$ cat config.mk
export PLATFORM = sky130hd
export DESIGN_NAME = axistream_forwarder
export DESIGN_NICKNAME = d
export VERILOG_FILES = /design/src/rtl/axistream_forwarder.sv
export SDC_FILE = /design/constraint.sdc
export NUM_CORES = 1
export LEC_CHECK = 0
export CORE_MARGIN = 3
export CORE_UTILIZATION = 34
export DETAILED_ROUTE_END_ITERATION = 8
export HOLD_SLACK_MARGIN = 0.03
export PLACE_DENSITY_LB_ADDON = 0.1
export SLEW_MARGIN = 20
export SYNTH_ARGS = -nofsm -noshare
export SYNTH_HDL_FRONTEND = slang
export SYNTH_SLANG_ARGS = --single-unit
$ cat constraint.sdc
create_clock -name clk -period 2.45 [get_ports clk]
set_input_delay 0.245 -clock clk [delete_from_list [all_inputs] [get_ports clk]]
set_output_delay 0.245 -clock clk [all_outputs]
set_load 0.02 [all_outputs]
$ cat src/rtl/axistream_forwarder.sv
// axistream_forwarder: streams a packet from word memory (address 0 upward) onto AXI-Stream.
// Optional macro FWD_BYTE_LEN_EN: len_to_forwarder is a byte count instead of a word count.
`default_nettype none

module axistream_forwarder #(
    parameter int ADDR_WIDTH = 10,
    parameter int DATA_WIDTH = 64
) (
    input  logic                  clk,
    input  logic                  rst,
    output logic [DATA_WIDTH-1:0] TDATA,
    output logic                  TVALID,
    output logic                  TLAST,
    input  logic                  TREADY,
    output logic [ADDR_WIDTH-1:0] forwarder_rd_addr,
    input  logic [DATA_WIDTH-1:0] forwarder_rd_data,
    output logic                  forwarder_rd_en,
    output logic                  forwarder_done,
    input  logic                  ready_for_forwarder,
    input  logic [31:0]           len_to_forwarder
);

    // One extra bit so a full 2^ADDR_WIDTH-word packet is representable.
    localparam int CW = ADDR_WIDTH + 1;

    typedef enum logic [1:0] {
        S_IDLE   = 2'd0,
        S_STREAM = 2'd1,
        S_FINISH = 2'd2
    } state_t;

    state_t        state_q, state_d;
    logic [CW-1:0] words_q, words_d;
    logic [CW-1:0] reads_q, reads_d;
    logic [CW-1:0] beat_q,  beat_d;
    logic          tvalid_q, tvalid_d;

    logic [32:0]   len_words;
    logic [CW-1:0] words_clip;
    logic          accept;
    logic          last_beat;

`ifdef FWD_BYTE_LEN_EN
    localparam int BYTES = DATA_WIDTH / 8;
    assign len_words = ({1'b0, len_to_forwarder} + 33'(BYTES - 1)) / 33'(BYTES);
`else
    assign len_words = {1'b0, len_to_forwarder};
`endif

    localparam logic [32:0] MAX_WORDS = 33'(1) << ADDR_WIDTH;
    assign words_clip = (len_words > MAX_WORDS) ? MAX_WORDS[CW-1:0] : len_words[CW-1:0];

    assign last_beat = (beat_q == words_q - CW'(1));
    assign accept    = tvalid_q & TREADY;

    // Data comes straight from memory; memory holds its output while no read is issued.
    assign TDATA             = forwarder_rd_data;
    assign TVALID            = tvalid_q;
    assign TLAST             = tvalid_q & last_beat;
    assign forwarder_rd_addr = reads_q[ADDR_WIDTH-1:0];
    assign forwarder_done    = (state_q == S_FINISH);

    always_comb begin
        state_d         = state_q;
        words_d         = words_q;
        reads_d         = reads_q;
        beat_d          = beat_q;
        tvalid_d        = tvalid_q;
        forwarder_rd_en = 1'b0;
        case (state_q)
            S_IDLE: begin
                if (ready_for_forwarder) begin
                    words_d  = words_clip;
                    reads_d  = '0;
                    beat_d   = '0;
                    tvalid_d = 1'b0;
                    state_d  = (words_clip == '0) ? S_FINISH : S_STREAM;
                end
            end
            S_STREAM: begin
                forwarder_rd_en = (reads_q < words_q) && (!tvalid_q || TREADY);
                if (forwarder_rd_en) begin
                    reads_d = reads_q + CW'(1);
                end
                if (accept) begin
                    beat_d = beat_q + CW'(1);
                end
                if (forwarder_rd_en) begin
                    tvalid_d = 1'b1;
                end else if (accept) begin
                    tvalid_d = 1'b0;
                end
                if (accept && last_beat) begin
                    state_d = S_FINISH;
                end
            end
            S_FINISH: begin
                state_d = S_IDLE;
            end
            default: begin
                state_d = S_IDLE;
            end
        endcase
    end

    always_ff @(posedge clk) begin
        if (rst) begin
            state_q  <= S_IDLE;
            words_q  <= '0;
            reads_q  <= '0;
            beat_q   <= '0;
            tvalid_q <= 1'b0;
        end else begin
            state_q  <= state_d;
            words_q  <= words_d;
            reads_q  <= reads_d;
            beat_q   <= beat_d;
            tvalid_q <= tvalid_d;
        end
    end

endmodule

`default_nettype wire

* After elaboration in Yosys (flattened, before gate mapping)
Index checks and enable logic that the tools add are counted.
W data, S select, Z words.
** Storage, ports and cells
- Register bits after elaboration :: 36
- Input port bits :: 100
- Logic and storage cells :: 47
** Operators by class
- Add/subtract/negate cells :: 3
- Order comparisons :: 2
- Equality and inequality tests :: 8
- Mux-type cells :: 15
- Bitwise operators :: 2
- Reduce and logical (&&, ||, !) cells :: 12
** Operators with widths (number)
- $mux W11 :: 4
- $pmux W11 S2 :: 2
- $gt A32 B11 Y1 const B :: 1
- $add A11 B1 Y11 const B :: 2
- $eq A11 B11 Y1 :: 1
- $logic_not A11 Y1 :: 1
- $lt A11 B11 Y1 :: 1
- $sub A11 B1 Y11 const B :: 1
- $reduce_and A3 Y1 :: 3
- $ne A2 B2 Y1 const B :: 4
- $mux W2 :: 3
- $mux W1 :: 4
- $pmux W2 S2 :: 1
- $reduce_and A2 Y1 :: 2
- $ne A3 B3 Y1 const B :: 1
- $and A1 B1 Y1 :: 2
- $eq A2 B1 Y1 const B :: 1
- $eq A2 B2 Y1 const B :: 1
- $logic_and A1 B1 Y1 :: 2
- $logic_not A2 Y1 :: 1
- $pmux W1 S2 :: 1
- $reduce_bool A2 Y1 :: 1
- $logic_not A1 Y1 :: 1
- $logic_or A1 B1 Y1 :: 1

* Longest topological paths before layout
Gate-level depths: netlist (run 1).
- Depth in word-level cells :: 6
- Depth in mapped cells :: 10
- Gate-level depth less buffers :: 9

* Worst setup path after synthesis (run 1)
No wires, ideal clock.
- Path type :: register -> output
- Start point :: reg words_q[8]
- End point :: out forwarder_rd_en
- Arrival :: 2.213 ns
- Slack :: -0.008 ns
- Stages on the path, launching flop included :: 10
- Buffers on the path :: 2
- Cell sequence :: dfxtp_1 -> clkbuf_1 -> inv_1 -> ha_1 -> a21o_1 -> a21o_1 -> a2111oi_2 -> buf_2 -> o21ai_0 -> inv_1
** On the way
- Word-level cells in the longest chain between the ends :: 3
** RTL lines
- from (decl) :: RTL line 33 : logic [CW-1:0] words_q, words_d;
- from (signal assigned) :: RTL line 115 : words_q <= words_d;
- $lt A11 B11 Y1 :: RTL line 81 : forwarder_rd_en = (reads_q < words_q) && (!tvalid_q || TREADY);
- $logic_and A1 B1 Y1 :: RTL line 81
- $mux W1 :: RTL line 70 : case (state_q)
- to (decl) :: RTL line 17 : output logic forwarder_rd_en,
No other way between the ends.

* Worst setup path in the final report (run 1)
- Start point :: reg words_q[3]
- End point :: out TLAST
** On the way
- Word-level cells in the longest chain between the ends :: 3
** RTL lines
- $sub A11 B1 Y11 :: RTL line 53 : assign last_beat = (beat_q == words_q - CW'(1));
- $eq A11 B11 Y1 :: RTL line 53
- $and A1 B1 Y1 :: RTL line 59 : assign TLAST = tvalid_q & last_beat;
- to (decl) :: RTL line 13 : output logic TLAST,
No other way between the ends.

==> flow_metrics.env, run 1 <==
export IMPL_synth_seq_cells=36
export IMPL_cts_made_buffers=5
export IMPL_coreArea_sq_um=8260
export IMPL_drt_initial_drc_count=120
export IMPL_finalHoldViolations=0
export IMPL_synthFlopType="dfxtp_1"
export IMPL_tritoncts="done"
export IMPL_leakage_nw=1.29
export IMPL_setup_tns_ns=0
export IMPL_peakVddDrop_mv=0.157
export IMPL_netlist_area_sq_um=2920
export IMPL_max_cap_violations=0
export IMPL_reg2reg_setup_slack_ns=0.21
export IMPL_setup_worst_path_start="words_q[3]"
export IMPL_ant_nets=0
export IMPL_cts_max_level=2
export IMPL_r2r_start="words_q[8]"
export IMPL_first_global_vias=2351
export IMPL_ys_top_cells_by_count="buf_4, dfxtp_1, nand2_1, nor2_1, o21ai_0"
export IMPL_worst_slack_ns=0.113
export IMPL_cts_root_buffer="clkbuf_8"
export IMPL_hold_path_startpoint="forwarder_rd_data[13]"
export IMPL_io_buffers=49
export IMPL_cp_end_kind="primary output"
export IMPL_critPathArrivalTime_ns=2.09
export IMPL_critPathSlowestCell="or4_1"
export IMPL_worst_pin_slew_ns=0.798
export IMPL_clock_latency_ns=0.29
export IMPL_cts_buffer_depth=2
export IMPL_drive_gt1_frac=0.117
export IMPL_min_path_type="in -> out"
export IMPL_yosys_top_cells_area="dfxtp_1, buf_4, ha_1"
export IMPL_start_util=0.353
export IMPL_slew_headroom=0.466
export IMPL_dp_hpwl_microns=5650
export IMPL_critical_path_class="reg -> out"
export IMPL_synth_top_area_share=0.247
export IMPL_antenna_cells=0
export IMPL_grt_pass1_wl_microns=11800
export IMPL_gr_total_overflow=0
export IMPL_outcome="finished, final reports clean"
export IMPL_fp_row_count=33
export IMPL_hold_worst_slack_ns=0.490
export IMPL_finalCriticalPeriod_ns=2.34
export IMPL_synth_most_common_cell="buf_4"
export IMPL_nNetsFinal=487
export IMPL_grt_total_usage=0.149
export IMPL_num_vias=2464
export IMPL_drt_vias_per_instance=5.13
export IMPL_crit_path_start_kind="register"
export IMPL_syn_avg_cell_area_sq_um=7.71
export IMPL_async_flop_share=0
export IMPL_final_period_utilization=0.954
export IMPL_crit_chain="or4_1 > o311a_1 > o311ai_4 > nor2_1 > buf_2"
export IMPL_ys_seq_area_frac=0.247
export IMPL_dieArea_sq_um=9720
export IMPL_crit_fanout=3
export IMPL_powerDensity_nw_per_um2=373
export IMPL_nFillCells=886
export IMPL_yosys_area_top_type="dfxtp_1"
export IMPL_area_growth_pct=11.7
export IMPL_yosysWarnings=0
export IMPL_place_ws_ns=-0.0753
export IMPL_grt_max_degree=20
export IMPL_cts_sinks=36
export IMPL_clk_pin_slew_worst_paths_ns=0.07
export IMPL_syn_instance_count=378
export IMPL_dr_pass1_iters=4
export IMPL_max_freq_ghz=0.428
export IMPL_post_route_util=0.394
export IMPL_drc_errors=0
export IMPL_ys_types=48
export IMPL_die_height_microns=98.6
export IMPL_synth_enable_flop_cells=0
export IMPL_finalPower_mw=1.21
export IMPL_critPathRequiredTime_ns=2.20
export IMPL_rsz0062_at_grt="false"
export IMPL_finalSetupViolCount=0
export IMPL_final_setup_skew_ns=0.00670
export IMPL_wl_microns=7210
export IMPL_io_pins=178
export IMPL_cp_slowest_stage_delay_ns=0.55
export IMPL_die_w_microns=98.6
export IMPL_gp_congestion=0.814
export IMPL_synth_nets=491
export IMPL_wl_per_cell_microns=15.0
export IMPL_drv_slew=0
export IMPL_antenna_found_initial=0
## registers in the layout (all words and copies together) (netlist names)
signal and cells:
reads_q 11, state_q 2, beat_q 11, TVALID 1, words_q 11
## worst max-delay path, delay by kind of cell (launching register included)
kind / cells / cell delay (ns)
AO/OA/AOI/OAI: 2 / 0.67
AND/OR/NAND/NOR: 2 / 0.64
flip-flops: 1 / 0.33
buffers and inverters: 1 / 0.17
## placed cells by master, fill, tap and decap left out, drive strengths merged, types with 2 or more instances in the layout
cell and n:
clkdlybuf4s50 47, dfxtp 36, nand2 36, buf 32
nor2 25, o21ai 21, a21oi 15, inv 14
xor2 13, ha 13, nand4 12, nor4 11
or3 9, nand3 9, nor3 8, and3 8
clkbuf 8, nor2b 6, mux2i 6, nand2b 5
a21o 5, xnor2 5, o31ai 3, a2111o 3
a211oi 2, and4 2
## worst paths after layout
| kind | depth (start not counted) | end |
|---|---|---|
| min | 0 | TDATA[13] |
| max reg2reg | 9 | reads_q[4] |
| min reg2reg | 2 | reads_q[10] |
| max | 5 | TLAST |
## metal layers
layer,vias up,part of all wire,track usage
met5,-,0,0
met3,21,0.081,0.0382
met2,111,0.43,0.220
met1,1097,0.47,0.210
met4,0,0.019,0.0546
li1,1235,-,-
## per-stage QoR
| step | std cells | cell area [sq um] |
|---|---|---|
| floorplan | 378 | 2920 |
| global placement | 472 | 3140 |
| detailed placement | 472 | 3140 |
| CTS | 480 | 3250 |
| global route | 480 | 3260 |
| finish | 480 | 3260 |
## power by group
part	switching (mW)	total (mW)	internal (mW)
logic	0.0759	0.162	0.0860
clock network	0.224	0.454	0.230
registers	0.00690	0.597	0.590
## cell families after synthesis
family / synth area share
AND/OR/NAND/NOR: 0.239
AO/OA/AOI/OAI: 0.142
flip-flops: 0.247
adder cells (fa/ha/maj): 0.0558
buffers and inverters: 0.230
multiplexers: 0.0245
XOR/XNOR: 0.0618
## final cells by class
class / instances / area [sq um] / area share
clock buffer: 8 / 90.1 / 0.0277
multi-input combinational: 238 / 1550 / 0.477
sequential: 36 / 721 / 0.221
tap: 105 / 131 / 0.0404
timing repair buffer: 79 / 708 / 0.218
inverter: 14 / 52.6 / 0.0161
## repair_timing
item / 4_1_cts / 5_1_grt
pin swaps: 1 / 3
setup endpoints to repair: 2 / 2
resized for setup: 10 / 5
buffers inserted: 0 / 0
endpoints found under the hold margin: 0 / 0
hold buffers: 0 / 0
No activity file was read; power rests on OpenSTA's default activity.
==> run 2, diff against run 1 <==
Settings changed: CORE_MARGIN 3 to 2, CORE_UTILIZATION 34 to 35, CTS_BUF_LIST set to sky130_fd_sc_hd__clkbuf_8, HOLD_SLACK_MARGIN 0.03 to not set.
==> run 2 against run 1 <==
Register-to-register slack got worse by 0.04 ns. Combinational power about the same. Critical path type unchanged. Routed wire length decreased by 1.6%. Critical path depth unchanged. First-iteration DRC count decreased by 20%. Design area increased by 0.38%. Sequential share of layout area decreased by 0.085 points.
==> flow_metrics.env, run 2 (same netlist as run 1, synthesis figures left out) <==
export IMPL_r2r_start="words_q[8]"
export IMPL_nNetsFinal=492
export IMPL_num_vias=2467
export IMPL_drc_errors=0
export IMPL_clk_pin_slew_worst_paths_ns=0.07
export IMPL_grt_total_usage=0.163
export IMPL_finalHoldViolations=0
export IMPL_finalSetupViolCount=0
export IMPL_setup_tns_ns=0
export IMPL_design_area_sq_um=3270
export IMPL_first_global_vias=2299
export IMPL_crit_path_start_kind="register"
export IMPL_ant_nets=0
export IMPL_cts_made_buffers=5
export IMPL_peakVddDrop_mv=0.188
export IMPL_tritoncts="done"
export IMPL_cts_root_buffer="clkbuf_8"
export IMPL_whs_path_depth=0
export IMPL_crit_fanout=2
export IMPL_clock_latency_ns=0.28
export IMPL_wl_microns=7090
export IMPL_slew_headroom=0.424
export IMPL_drt_initial_drc_count=96
export IMPL_critPathArrivalTime_ns=2.10
export IMPL_start_util=0.358
export IMPL_cts_buffer_depth=2
export IMPL_powerDensity_nw_per_um2=356
export IMPL_finalCriticalPeriod_ns=2.35
export IMPL_final_period_utilization=0.958
export IMPL_drt_vias_per_instance=5.10
export IMPL_dp_hpwl_microns=5560
export IMPL_rsz0062_at_grt="false"
export IMPL_finalPower_mw=1.16
export IMPL_worst_pin_slew_ns=0.861
export IMPL_outcome="finished, final reports clean"
export IMPL_die_height_microns=95.3
export IMPL_hold_path_startpoint="forwarder_rd_data[12]"
export IMPL_area_growth_pct=12.1
export IMPL_max_freq_ghz=0.426
export IMPL_die_w_microns=95.3
export IMPL_antenna_cells=0
export IMPL_cts_max_level=2
export IMPL_fp_row_count=33
export IMPL_critical_path_class="reg -> out"
export IMPL_io_buffers=49
export IMPL_antenna_found_initial=0
export IMPL_reg2regPathDepth=9
export IMPL_cp_end_kind="primary output"
export IMPL_max_cap_violations=0
export IMPL_gp_congestion=0.786
export IMPL_gr_total_overflow=0
export IMPL_mostFrequentLayoutCells="clkdlybuf4s50_1, dfxtp_1, nand2_1, buf_4, nor2_1"
export IMPL_hold_worst_slack_ns=0.490
export IMPL_leakage_nw=1.31
export IMPL_final_setup_skew_ns=0.00488
export IMPL_drv_slew=0
export IMPL_r2r_end="reads_q[4]"
export IMPL_io_pins=178
export IMPL_dieArea_sq_um=9080
export IMPL_wl_per_cell_microns=14.6
export IMPL_dr_pass1_iters=4
export IMPL_drive_gt1_frac=0.127
export IMPL_cts_sinks=36
export IMPL_critPathRequiredTime_ns=2.20
export IMPL_grt_pass1_wl_microns=11500
export IMPL_grt_max_degree=15
export IMPL_dpl_cell_area_sq_um=3170
export IMPL_largestRegisters="beat_q: 11 flops, reads_q: 11 flops, words_q: 11 flops"
export IMPL_reg2reg_setup_slack_ns=0.17
export IMPL_final_common_cell="clkdlybuf4s50_1"
export IMPL_min_path_type="in -> out"
export IMPL_coreArea_sq_um=8130
export IMPL_whs_endpoint="TDATA[12]"
[run 2: power by group]
part / leakage, nW / total [mW] / switching (mW) / internal, mW
clock network: 0.0452 / 0.403 / 0.213 / 0.189
logic: 0.975 / 0.164 / 0.0771 / 0.0872
registers: 0.291 / 0.596 / 0.00623 / 0.590
total: 1.31 / 1.16 / 0.296 / 0.867
[run 2: worst max-delay path, stage by stage, from the launching register on]
cell	delay, ns
dfxtp_1	0.32
or4_4	0.54
o311a_1	0.35
o311ai_2	0.33
nor2_1	0.10
buf_2	0.18
[run 2: layout make-up]
cell class                      count  area [sq um]
Tap cell                          105           131
Clock inverter                      2          8.76
Multi-Input combinational cell    238          1540
Timing Repair Buffer               84           746
Clock buffer                        5          68.8
Fill cell                         836          4870
Sequential cell                    36           721
Inverter                           14          52.6
[run 2: stage by stage]
stage                     std cells   util  setup slack, ns
after floorplan                 378      -           0.0798
after global placement          476  0.390          -0.0525
after detailed placement        476  0.390          -0.0835
after CTS                       484  0.402           0.0216
after global routing            484  0.402           0.0207
final                           484  0.402            0.102
[run 2: how the worst max path moves through the flow]
stage | end | start | slack, ns
after detailed placement | forwarder_rd_en | words_q[8] | -0.08
final | TLAST | words_q[2] | 0.10
after global routing | TLAST | words_q[3] | 0.02
after global placement | forwarder_rd_en | words_q[8] | -0.05
after floorplan | forwarder_rd_en | words_q[8] | 0.08
after CTS | forwarder_rd_en | words_q[8] | 0.02
[run 2: per-layer routing]
layer | vias to the layer above | GRT usage | routed length (microns)
met5 | - | 0 | 0
met2 | 86 | 0.240 | 3060
met3 | 10 | 0.0340 | 501
li1 | 1241 | - | -
met1 | 1130 | 0.234 | 3470
met4 | 0 | 0.0556 | 61
[run 2: repair_timing]
action                                  4_1_cts  5_1_grt
hold buffers                                  0        0
gates resized for setup                       9        3
buffers inserted                              1        0
pin swaps                                     1        1
endpoints found under the setup margin        2        2
==> run 3, diff against run 2 <==
Settings changed: SKIP_LAST_GASP set to 1.
==> run 3 against run 2 <==
Power is essentially flat. Die area stayed put. Non-clock buffer count stayed put. Critical path depth unchanged. Register-to-register slack about the same. Via count fell by 0.73%. Cell count unchanged.
==> flow_metrics.env, run 3 (same netlist as run 1, synthesis figures left out) <==
export IMPL_outcome="finished, final reports clean"
export IMPL_crit_chain="or4_4 > o311a_1 > o311ai_2 > nor2_1 > buf_2"
export IMPL_crit_fanout=2
export IMPL_coreArea_sq_um=8130
export IMPL_critPathSlowestCell="or4_4"
export IMPL_cts_root_buffer="clkbuf_8"
export IMPL_clkPwrFrac=0.346
export IMPL_cpLargestDelayFamily="compound AO/OA/AOI/OAI gates"
export IMPL_peakVddDrop_mv=0.188
export IMPL_met2_usage=0.240
export IMPL_comb_power_share=0.141
export IMPL_start_util=0.358
export IMPL_gp_congestion=0.786
export IMPL_drv_slew=0
export IMPL_cts_max_level=2
export IMPL_ctsHoldBuffers=0
export IMPL_grt_total_usage=0.163
export IMPL_regArea_sq_um=721
export IMPL_grt_pass1_wl_microns=11500
export IMPL_dp_hpwl_microns=5560
export IMPL_cts_buffer_depth=2
export IMPL_grt_max_degree=15
export IMPL_drive_gt1_frac=0.127
export IMPL_hold_worst_slack_ns=0.490
export IMPL_num_vias=2449
export IMPL_io_buffers=49
export IMPL_timing_critical_path_depth=5
export IMPL_p_sw_frac=0.255
export IMPL_first_global_vias=2299
export IMPL_clock_latency_ns=0.28
export IMPL_mostFrequentLayoutCells="clkdlybuf4s50_1, dfxtp_1, nand2_1"
export IMPL_switching_power_uw=296
export IMPL_worst_pin_slew_ns=0.861
export IMPL_drt_vias_per_instance=5.06
export IMPL_top_usage_layer="met2"
export IMPL_critPathRequiredTime_ns=2.20
export IMPL_rsz0062_at_grt="true"
export IMPL_final_common_cell="clkdlybuf4s50_1"
export IMPL_dpl_cell_area_sq_um=3170
export IMPL_leakage_nw=1.31
export IMPL_die_w_microns=95.3
export IMPL_dieArea_sq_um=9080
export IMPL_final_period_utilization=0.959
export IMPL_finalCriticalPeriod_ns=2.35
export IMPL_max_cap_violations=0
export IMPL_cts_made_buffers=5
export IMPL_area_growth_pct=12.0
export IMPL_wl_per_cell_microns=14.6
export IMPL_antenna_found_initial=0
export IMPL_tritoncts="done"
export IMPL_met3_usage=0.0340
export IMPL_dr_pass1_iters=4
export IMPL_ant_nets=0
export IMPL_crit_path_start_kind="register"
export IMPL_seqPwrFrac=0.513
export IMPL_finalPower_mw=1.16
export IMPL_multiInputGateArea_sq_um=1540
export IMPL_cp_buffers_inverters=1
export IMPL_finalSetupViolCount=0
export IMPL_cts_sinks=36
export IMPL_final_setup_skew_ns=0.00488
export IMPL_slew_headroom=0.424
export IMPL_setup_tns_ns=0
export IMPL_nNetsFinal=492
export IMPL_min_path_type="in -> out"
export IMPL_max_freq_ghz=0.426
export IMPL_clk_pin_slew_worst_paths_ns=0.07
export IMPL_gr_total_overflow=0
export IMPL_critPathArrivalTime_ns=2.10
export IMPL_design_area_sq_um=3270
export IMPL_critical_path_class="reg -> out"
export IMPL_powerDensity_nw_per_um2=356
export IMPL_fp_row_count=33
export IMPL_p_int_uw=866
export IMPL_grt_util_met1=0.234
export IMPL_io_pins=178
export IMPL_drt_initial_drc_count=96
export IMPL_reg2regPathDepth=9
export IMPL_drc_errors=0
export IMPL_whs_path_depth=0
export IMPL_wl_microns=7080
export IMPL_die_height_microns=95.3
export IMPL_antenna_cells=0
export IMPL_finalHoldViolations=0
export IMPL_cp_end_kind="primary output"
export IMPL_nFillCells=836
export IMPL_largestRegisters="beat_q: 11 flops, reads_q: 11 flops, words_q: 11 flops"
export IMPL_cp_slowest_stage_delay_ns=0.54
==> run 3: repair_timing <==
action                     4_1_cts  5_1_grt
setup endpoints to repair        2        2
setup buffers                    1        0
gates resized for setup          9        2
gates cloned                     0        0
pin swaps                        1        1
==> run 3: worst paths after layout <==
path / from / to / slack [ns]
hold reg to reg: reads_q[10] / reads_q[10] / 0.49
setup reg to reg: words_q[8] / reads_q[4] / 0.17
hold / removal: forwarder_rd_data[12] / TDATA[12] / 0.49
setup / recovery: words_q[2] / TLAST / 0.10
==> run 3: per-stage QoR <==
stage | instances | setup slack [ns] | util
after detailed placement | 476 | -0.0835 | 0.390
final | 484 | 0.101 | 0.401
after CTS | 484 | 0.0216 | 0.402
after global placement | 476 | -0.0525 | 0.390
after global routing | 484 | -0.000463 | 0.401
after floorplan | 378 | 0.0798 | -
==> run 3: worst register-to-register path, cell delays in order, from the launching register on <==
cell	delay, ns
dfxtp_1	0.33
inv_1	0.05
ha_1	0.28
a21o_1	0.18
a21o_1	0.21
a2111oi_4	0.38
buf_4	0.24
nand4_1	0.13
a2111o_1	0.35
o21ai_0	0.06
==> run 3: layout make-up <==
class,instances,area share
clock buffer,5,0.0211
clock inverter,2,0.00268
timing repair buffer,84,0.228
inverter,14,0.0161
sequential,36,0.221
multi-input combinational,238,0.472
tap,105,0.0402
==> run 3: per-layer routing <==
metal / share of wire / wire (microns)
met3: 0.066 / 466
met4: 0.0086 / 61
met2: 0.43 / 3050
met5: 0 / 0
met1: 0.49 / 3500
==> run 3: power by group through the flow <==
stage	Combinational, mW	Clock (mW)	Sequential [mW]
after floorplan	0.219	0	0.610
after global placement	0.162	0	0.610
after detailed placement	0.162	0	0.610
after CTS	0.166	0.419	0.597
after global routing	0.180	0.445	0.598
final	0.163	0.403	0.596
